===== config.mk =====
export PLATFORM = sky130hd
export DESIGN_NAME = vga_line_fetch_arb
export DESIGN_NICKNAME = d
export VERILOG_FILES = /design/src/rtl/vga_line_fetch_arb.sv
export SDC_FILE = /design/constraint.sdc
export NUM_CORES = 1
export LEC_CHECK = 0
export BUFFER_PORTS_ARGS = -buffer_cell sky130_fd_sc_hd__buf_2
export CORE_MARGIN = 3
export CORE_UTILIZATION = 48
export CTS_BUF_LIST = sky130_fd_sc_hd__clkbuf_8
export DETAILED_ROUTE_END_ITERATION = 7
export PLACE_DENSITY_LB_ADDON = 0.05
export RECOVER_POWER = 25
export SYNTH_ARGS = -nofsm -noshare
export SYNTH_HDL_FRONTEND = slang
export SYNTH_SLANG_ARGS = --single-unit

===== constraint.sdc =====
create_clock -name vga_clk -period 2.9 [get_ports vga_clk]
set_input_delay 0.87 -clock vga_clk [delete_from_list [all_inputs] [get_ports vga_clk]]
set_output_delay 0.87 -clock vga_clk [all_outputs]
set_load 0.02 [all_outputs]

===== src/rtl/vga_line_fetch_arb.sv =====
// vga_line_fetch_arb: fills the ping-pong VGA line buffers (A/B) from the frame buffer in
// external memory. It shares the single memory read port between the line fetcher
// (high priority, deadline-bound) and one auxiliary single-word requester.
// Optional build macro: FETCH_STATS_EN adds the underrun_cnt and aux_wait_max outputs.
module vga_line_fetch_arb #(
    parameter logic [23:0] FB_BASE   = 24'h000000,
    parameter int unsigned BURST_LEN = 64,
    parameter int unsigned AUX_SLOTS = 1
) (
    input  logic        vga_clk,
    input  logic        rst_n_w,
    input  logic        vga_mode,
    input  logic        blanking,
    input  logic        read_buff_req,
    input  logic        read_buff_A_B,
    input  logic [9:0]  read_buff_addr,
    output logic        mem_req,
    output logic [23:0] mem_addr,
    output logic [10:0] mem_len,
    input  logic        mem_ack,
    input  logic        mem_rvalid,
    input  logic [15:0] mem_rdata,
    output logic        buf_wr_en,
    output logic        buf_wr_sel,
    output logic [9:0]  buf_wr_addr,
    output logic [15:0] buf_wr_data,
    input  logic        aux_req,
    input  logic [23:0] aux_addr,
    output logic        aux_ack,
    output logic        aux_rvalid,
    output logic [15:0] aux_rdata,
    output logic        underrun
`ifdef FETCH_STATS_EN
    ,
    output logic [15:0] underrun_cnt,
    output logic [15:0] aux_wait_max
`endif
);

    typedef enum logic [2:0] {
        StIdle,
        StLReq,
        StLData,
        StAReq,
        StAData
    } state_e;

    state_e      state_q;
    logic        req_q;        // read_buff_req delayed one cycle, for edge detect
    logic        line_pend_q;
    logic        sel_q;
    logic [10:0] words_q;
    logic [23:0] line_base_q;
    logic [10:0] pix_q;
    logic [10:0] beat_q;
    logic [7:0]  slots_q;
    logic        drain_q;      // discard the rest of a burst that belongs to an abandoned line
    logic        underrun_q;

    logic        start;
    logic        restart;
    logic        last_beat;
    logic        slot_free;
    logic [23:0] line_off;

    // Blanking is informational only: with no line pending aux is served regardless.
    logic unused_blanking;
    assign unused_blanking = blanking;

    assign start     = read_buff_req & ~req_q;
    // A new line request before the previous one finished is a missed deadline.
    assign restart   = start & line_pend_q;
    assign last_beat = mem_rvalid & (beat_q == 11'(BURST_LEN - 1));
    assign slot_free = aux_req & ({24'b0, slots_q} < AUX_SLOTS);
    assign underrun  = underrun_q;

    // Line offset in words: line*1024 or line*640 built from shifts.
    always_comb begin
        if (vga_mode) begin
            line_off = {4'b0, read_buff_addr, 10'b0};
        end else begin
            line_off = {5'b0, read_buff_addr, 9'b0} + {7'b0, read_buff_addr, 7'b0};
        end
    end

    // Arbitration FSM plus the line/burst bookkeeping it owns.
    always_ff @(posedge vga_clk or negedge rst_n_w) begin
        if (!rst_n_w) begin
            state_q     <= StIdle;
            req_q       <= 1'b0;
            line_pend_q <= 1'b0;
            sel_q       <= 1'b0;
            words_q     <= 11'd0;
            line_base_q <= 24'd0;
            pix_q       <= 11'd0;
            beat_q      <= 11'd0;
            slots_q     <= 8'd0;
            drain_q     <= 1'b0;
            underrun_q  <= 1'b0;
        end else begin
            req_q <= read_buff_req;
            if (restart) begin
                underrun_q <= 1'b1;
            end
            if (start) begin
                sel_q       <= read_buff_A_B;
                words_q     <= vga_mode ? 11'd1024 : 11'd640;
                line_base_q <= FB_BASE + line_off;
                pix_q       <= 11'd0;
                line_pend_q <= 1'b1;
                slots_q     <= 8'd0;
            end
            unique case (state_q)
                StIdle: begin
                    if (line_pend_q || start) begin
                        state_q <= StLReq;
                    end else if (aux_req) begin
                        state_q <= StAReq;
                    end
                end
                StLReq: begin
                    if (mem_ack) begin
                        beat_q  <= 11'd0;
                        slots_q <= 8'd0;
                        state_q <= StLData;
                        // The accepted burst still addresses the old line.
                        if (restart) begin
                            drain_q <= 1'b1;
                        end
                    end
                end
                StLData: begin
                    if (mem_rvalid) begin
                        beat_q <= beat_q + 11'd1;
                        if (!drain_q && !restart) begin
                            pix_q <= pix_q + 11'd1;
                        end
                    end
                    if (last_beat) begin
                        drain_q <= 1'b0;
                        if (restart || drain_q) begin
                            state_q <= StLReq;
                        end else if (pix_q + 11'd1 == words_q) begin
                            line_pend_q <= 1'b0;
                            state_q     <= StIdle;
                        end else if (slot_free) begin
                            slots_q <= slots_q + 8'd1;
                            state_q <= StAReq;
                        end else begin
                            state_q <= StLReq;
                        end
                    end else if (restart) begin
                        drain_q <= 1'b1;
                    end
                end
                StAReq: begin
                    if (mem_ack) begin
                        state_q <= StAData;
                    end
                end
                StAData: begin
                    if (mem_rvalid) begin
                        if (line_pend_q || start) begin
                            if (!start && slot_free) begin
                                slots_q <= slots_q + 8'd1;
                                state_q <= StAReq;
                            end else begin
                                state_q <= StLReq;
                            end
                        end else if (aux_req) begin
                            state_q <= StAReq;
                        end else begin
                            state_q <= StIdle;
                        end
                    end
                end
                default: state_q <= StIdle;
            endcase
        end
    end

    // Memory request and buffer/aux strobes decoded from the registered state.
    always_comb begin
        mem_req     = 1'b0;
        mem_addr    = 24'd0;
        mem_len     = 11'd0;
        buf_wr_en   = 1'b0;
        buf_wr_sel  = 1'b0;
        buf_wr_addr = 10'd0;
        buf_wr_data = 16'd0;
        aux_ack     = 1'b0;
        aux_rvalid  = 1'b0;
        aux_rdata   = 16'd0;
        case (state_q)
            StLReq: begin
                mem_req  = 1'b1;
                mem_addr = line_base_q + {13'b0, pix_q};
                mem_len  = 11'(BURST_LEN);
            end
            StLData: begin
                if (mem_rvalid && !drain_q && !restart) begin
                    buf_wr_en   = 1'b1;
                    buf_wr_sel  = sel_q;
                    buf_wr_addr = pix_q[9:0];
                    buf_wr_data = mem_rdata;
                end
            end
            StAReq: begin
                mem_req  = 1'b1;
                mem_addr = aux_addr;
                mem_len  = 11'd1;
                aux_ack  = mem_ack;
            end
            StAData: begin
                if (mem_rvalid) begin
                    aux_rvalid = 1'b1;
                    aux_rdata  = mem_rdata;
                end
            end
            default: ;
        endcase
    end

`ifdef FETCH_STATS_EN
    logic        aux_req_q;
    logic        aux_armed_q;
    logic [15:0] aux_wait_cnt_q;
    logic [15:0] underrun_cnt_q;
    logic [15:0] aux_wait_max_q;
    logic        aux_rise;
    logic [15:0] aux_wait_now;

    assign aux_rise     = aux_req & ~aux_req_q;
    assign aux_wait_now = aux_rise ? 16'd0 : aux_wait_cnt_q;
    assign underrun_cnt = underrun_cnt_q;
    assign aux_wait_max = aux_wait_max_q;

    // Saturating underrun counter and worst-case aux request-to-issue latency.
    always_ff @(posedge vga_clk or negedge rst_n_w) begin
        if (!rst_n_w) begin
            aux_req_q      <= 1'b0;
            aux_armed_q    <= 1'b0;
            aux_wait_cnt_q <= 16'd0;
            underrun_cnt_q <= 16'd0;
            aux_wait_max_q <= 16'd0;
        end else begin
            aux_req_q <= aux_req;
            if (restart && (underrun_cnt_q != 16'hFFFF)) begin
                underrun_cnt_q <= underrun_cnt_q + 16'd1;
            end
            if (aux_ack && (aux_rise || aux_armed_q)) begin
                aux_armed_q <= 1'b0;
                if (aux_wait_now > aux_wait_max_q) begin
                    aux_wait_max_q <= aux_wait_now;
                end
            end else if (aux_rise) begin
                aux_armed_q    <= 1'b1;
                aux_wait_cnt_q <= 16'd1;
            end else if (aux_armed_q && (aux_wait_cnt_q != 16'hFFFF)) begin
                aux_wait_cnt_q <= aux_wait_cnt_q + 16'd1;
            end
        end
    end
`endif

endmodule


**Yosys cells after proc, flatten, opt, wreduce, memory -nomap -nowiden**

Index checks and enable logic that the tools add are counted.

- $add $sub $neg: 5
- Multiply operators: 0
- Divide/modulo/power cells: 0
- Order comparisons: 1
- Equal/unequal tests: 12
- Shift-type cells: 0
- Mux-type cells: 57
- Bitwise operators: 5
- Reductions and logical operators: 15

Operator list:

| cell | count |
|---|---|
| two-way mux 11 bit | 7 |
| two-way mux 8 bit | 9 |
| two-way mux 16 bit | 4 |
| case mux 24 bit (2 select lines) | 1 |
| adder 24 x 11 -> 24 bit | 1 |
| case mux 8 bit (3 select lines) | 1 |
| adder 11 x 1 -> 11 bit, second input constant | 2 |
| case mux 11 bit (2 select lines) | 1 |
| two-way mux 3 bit | 7 |
| adder 19 x 17 -> 20 bit | 1 |
| two-way mux 10 bit | 2 |
| two-way mux 20 bit | 1 |
| two-way mux 1 bit | 16 |
| case mux 3 bit (5 select lines) | 1 |
| case mux 7 bit (2 select lines) | 1 |
| == test 11 bit | 1 |
| == test 11 x 6 -> 1 bit, second input constant | 1 |
| two-way mux 2 bit | 5 |
| inequality test 2 bit, second input constant | 5 |
| adder 8 x 1 -> 8 bit, second input constant | 1 |
| < comparator 8 x 1 -> 1 bit, second input constant | 1 |
| == test 3 x 2 -> 1 bit, second input constant | 2 |
| AND reduction 5 bit | 1 |
| AND 1 bit | 4 |
| 13 further kinds | 19 |

- Flip-flop bits (word level): 73
- Latch bits: 0
- Bits in writable memories: 0
- Bits in read-only memories: 0
- Input port bits: 59
- Output and inout bits: 83
- Memories kept: 0

**Depth between registers and ports, before layout**

- Word-level depth: 8
- Mapped depth: 9
- Gate-level depth less buffers: 9

**Worst setup path before layout**

Ideal clock, no wire load.

- Path type: input port to output port
- Start: in read_buff_req
- End: out buf_wr_addr[0]
- Data arrival time: 2.337 ns
- Setup slack: -0.307 ns
- Stages on the path: 7
- Cells stage by stage: and2b_1 a21o_1 or2_1 clkbuf_1 inv_2 clkbuf_1 and2_1

- Longest elaborated chain between the ends: 6

RTL lines:

| item | RTL line | RTL |
|---|---|---|
| from (decl) | 14 | `input logic read_buff_req,` |
| AND 1 bit | 70 | `assign start = read_buff_req & ~req_q;` |
| AND 1 bit | 72 | `assign restart = start & line_pend_q;` |
| zero test 1 bit | 201 | `if (mem_rvalid && !drain_q && !restart) begin` |
| logical AND 1 bit | 201 |  |
| two-way mux 10 bit | 201 |  |
| two-way mux 10 bit | 194 | `case (state_q)` |
| to (decl) | 25 | `output logic [9:0] buf_wr_addr,` |

Every way passes these cells.

**Worst setup path after layout**

- Start: reg line_base_q[8]
- End: out mem_addr[20]

- Longest elaborated chain between the ends: 2

RTL lines:

| item | RTL line | RTL |
|---|---|---|
| from (decl) | 53 | `logic [23:0] line_base_q;` |
| from (signal assigned) | 108 | `line_base_q <= FB_BASE + line_off;` |
| adder 24 x 11 -> 24 bit | 197 | `mem_addr = line_base_q + {13'b0, pix_q};` |
| case mux 24 bit (2 select lines) | 194 |  |
| to (decl) | 18 | `output logic [23:0] mem_addr,` |

Every way passes these cells.

==> impl_metrics.json <==
{
  "crit_path_start": "line_base_q[8]",
  "rr_startpoint": "pix_q[8]",
  "syn2layout_area_growth_pct": 33.4,
  "worstSetupEndpoint": "mem_addr[20]",
  "ios": 142,
  "critPathRequiredTime_ns": 2.03,
  "wirelength_um": 12000,
  "first_iter_violations": 266,
  "fin_crit_ns": 3.20,
  "rr_worst_depth": 7,
  "ctsLongestPathBuffers": 2,
  "postPlaceCellArea_um2": 5030,
  "crit_path_start_kind": "flip-flop",
  "yosys.area_share.simple_pct": 30.5,
  "synth_edf_count": 0,
  "wl_met3_um": 738,
  "wl_met2_um": 6050,
  "dpl_worst_slack_ns": -0.156,
  "synth-compound-area-share_pct": 16.8,
  "fin_ws_ns": -0.304,
  "violations": "negative setup slack",
  "cts.sink_count": 53,
  "synth_top_family_by_area": "simple AND/OR/NAND/NOR gates",
  "worstMarginPinSlew_ns": 1.34,
  "final_common_cell": "buf_2",
  "hold_ws_ns": 0.465,
  "rsz0062_at_grt": "yes",
  "globalplace.congestion": 0.881,
  "synthCells": 517,
  "drv_cap": 0,
  "async_flop_share_pct": 100,
  "dr.pass1.iters": 4,
  "ant_nets": 0,
  "yosysUniqueCellTypes": 61,
  "cts-root-buf": "clkbuf_8",
  "antenna_found_initial": 1,
  "cp_max_fo": 2,
  "cp.depth": 8,
  "layout_common_cells": "buf_2 (91), dfrtp_1 (53), nor2_1 (48), nand2_1 (48), buf_4 (37)",
  "viasPerCell": 5.49,
  "dieArea_um2": 9830,
  "grt_pass1_wl_um": 19700,
  "cts_tree": "built",
  "hold_class": "flip-flop to flip-flop",
  "critPathMaxStageDelay_ns": 0.48,
  "design_area_um2": 5560,
  "start_util_pct": 49.9,
  "power.leakage_uw": 0.00271,
  "syn_avg_cell_area_um2": 8.06,
  "setup_violations": 38,
  "numCtsBuffers": 5,
  "m1WireLength_um": 5060,
  "fin_util_pct": 66.6,
  "grt_max_degree": 31,
  "worstPathCellList": "ha_1 > a21o_1 > a21o_1 > a21oi_2 > nand2b_4 > or4_4 > a21oi_2 > buf_4",
  "netlist.area_leader.share_pct": 31.8,
  "r2r_end": "line_pend_q",
  "synth_area_leaders": "dfrtp_1 (32%), and2_1 (7.5%), ha_1 (4.8%), nand2_1 (4.5%), nor2_1 (4.5%)",
  "finalHoldViolCount": 0,
  "path_buf_inv": 1,
  "final_nets": 737,
  "ff2ff_setup_slack_ns": 0.45,
  "num_rows": 33,
  "drc": 0,
  "cp_slowest_cell": "or4_4",
  "synth_largest_area_cell": "dfrtp_1",
  "hold_buffers": 0,
  "ys.flop_type": "dfrtp_1",
  "synth_xor_area_share_pct": 5.26,
  "max_freq_mhz": 312,
  "clock_latency_ns": 0.31,
  "htreeDepth": 2,
  "cellPowerDensity_nw_per_um2": 550,
  "ys_warn_count": 0,
  "grt_pass1_vias": 4102,
  "fin_crit_sh_pct": 110,
  "fin_worst_skew_ns": 0.00842,
  "core_um2": 8340,
  "crit_type": "flip-flop to output pin",
  "relSlewSlack_pct": 10.6,
  "dp_hpwl_um": 8770,
  "overflow": 0,
  "track_usage_pct": 24.5,
  "ys_seq_elements": 53,
  "syn_area_um2": 4170,
  "cp.arrival_ns": 2.33,
  "synth-seq-area-share_pct": 31.8,
  "nFillCells": 711,
  "routedWlPerCell_um": 15.7,
  "die_w_um": 99.2,
  "worstSetupEndpointType": "output pin",
  "outcome": "complete, but fails checks",
  "num_vias": 4212,
  "max-vdd-ir-drop_v": 0.000375,
  "die_h_um": 99.2,
  "final-max-slew-violation-count": 0,
  "port_buffers": 131,
  "synth_fa_ha_area_share_pct": 5.77,
  "crit_family": "simple AND/OR/NAND/NOR gates",
  "drive_gt1_share_pct": 35.2,
  "maxUsedRoutingLayer": "met4",
  "clk_pin_slew_worst_paths_ns": 0.10,
  "muxShareOfSynthArea_pct": 3.36
}
synthesized netlist by cell type, drive strengths merged, types with 3 or more instances:
| cell | instances |
|---|---|
| clkbuf | 21 |
| o21a | 3 |
| nand2 | 50 |
| o21ai | 36 |
| inv | 15 |
| xnor2 | 12 |
| a31oi | 6 |
| nand3b | 4 |
| and3 | 7 |
| dfrtp | 53 |
| buf | 20 |
| nor3 | 12 |
| or3 | 8 |
| or4 | 3 |
| mux2i | 14 |
| a21oi | 26 |
| nand4 | 7 |
| nand3 | 17 |
| xor2 | 13 |
| nand2b | 3 |
| and4 | 5 |
| nor2 | 50 |
| a211oi | 7 |
| nor2b | 5 |
| or2 | 4 |
| o211ai | 4 |
| nor3b | 3 |
| ha | 16 |
| a21o | 6 |
| o31ai | 6 |
| and2 | 51 |
area by class of cell:
cell class,count,area (um^2),share of cell area [%]
clock buffer,5,68.8,1.24
timing repair buffer,169,1190,21.4
inverter,15,56.3,1.01
tap,105,131,2.36
clock inverter,3,18.8,0.338
multi-input combinational,416,2760,49.7
sequential,53,1330,23.9
antenna,1,2.50,0.0450
stage by stage:
| step | instances | power, uW | TNS (ns) |
|---|---|---|---|
| final | 767 | 3060 | -5.80 |
| after global routing | 767 | 3280 | -8.59 |
| after CTS | 767 | 3090 | -6.35 |
| after detailed placement | 741 | 2460 | -4.18 |
| after global placement | 741 | 2420 | -3.85 |
| after floorplan | 525 | 1980 | -0.190 |
logic make-up after synthesis:
family / count (synthesis)
xor gates and xnor gates: 25
DFF: 53
other: 1
adders and majority gates: 18
muxes: 14
and+or+nand+nor: 240
AOI/OAI and AO/OA: 110
buffers and inverters: 56
how the worst min path moves through the flow:
stage                endpoint  depth (start not counted)  slack [ns]           start
4_1_cts              underrun                          1        0.47        underrun
3_5_place_dp         underrun                          1        0.45        underrun
2_1_floorplan  line_base_q[7]                          2        0.45  line_base_q[7]
5_1_grt              underrun                          1        0.50        underrun
3_3_place_gp         underrun                          1        0.44        underrun
6_report             underrun                          1        0.46        underrun
repair_timing:
item	4_1_cts	5_1_grt
pin swaps	33	8
setup buffers	15	3
cloned	3	0
resized for setup	91	14
endpoints found under the setup margin	38	59
worst register-to-register path: stages (launching register included):
cell and delay [ns]:
dfrtp_1 0.40, buf_4 0.15, buf_4 0.16, or4b_4 0.52
a311oi_2 0.30, o2111ai_2 0.30, a2111oi_1 0.43, nor2_1 0.09
flip-flops by register name, summed over array words and instances, names as in the netlist:
signal	count
pix_q	11
underrun	1
req_q	1
beat_q	11
state_q	3
drain_q	1
line_base_q	13
words_q	2
line_pend_q	1
slots_q	8
sel_q	1
layer usage:
metal / vias to the layer above / GRT usage, %
li1: 2080 / -
met5: - / 0
met2: 139 / 43.9
met3: 14 / 3.51
met4: 0 / 8.09
met1: 1979 / 30.2
where the power goes:
| group | switching, uW | internal, uW |
|---|---|---|
| sequential | 105 | 827 |
| combinational | 1020 | 680 |
| clock | 259 | 167 |
| total | 1380 | 1680 |
(Power assumes the default switching activity.)
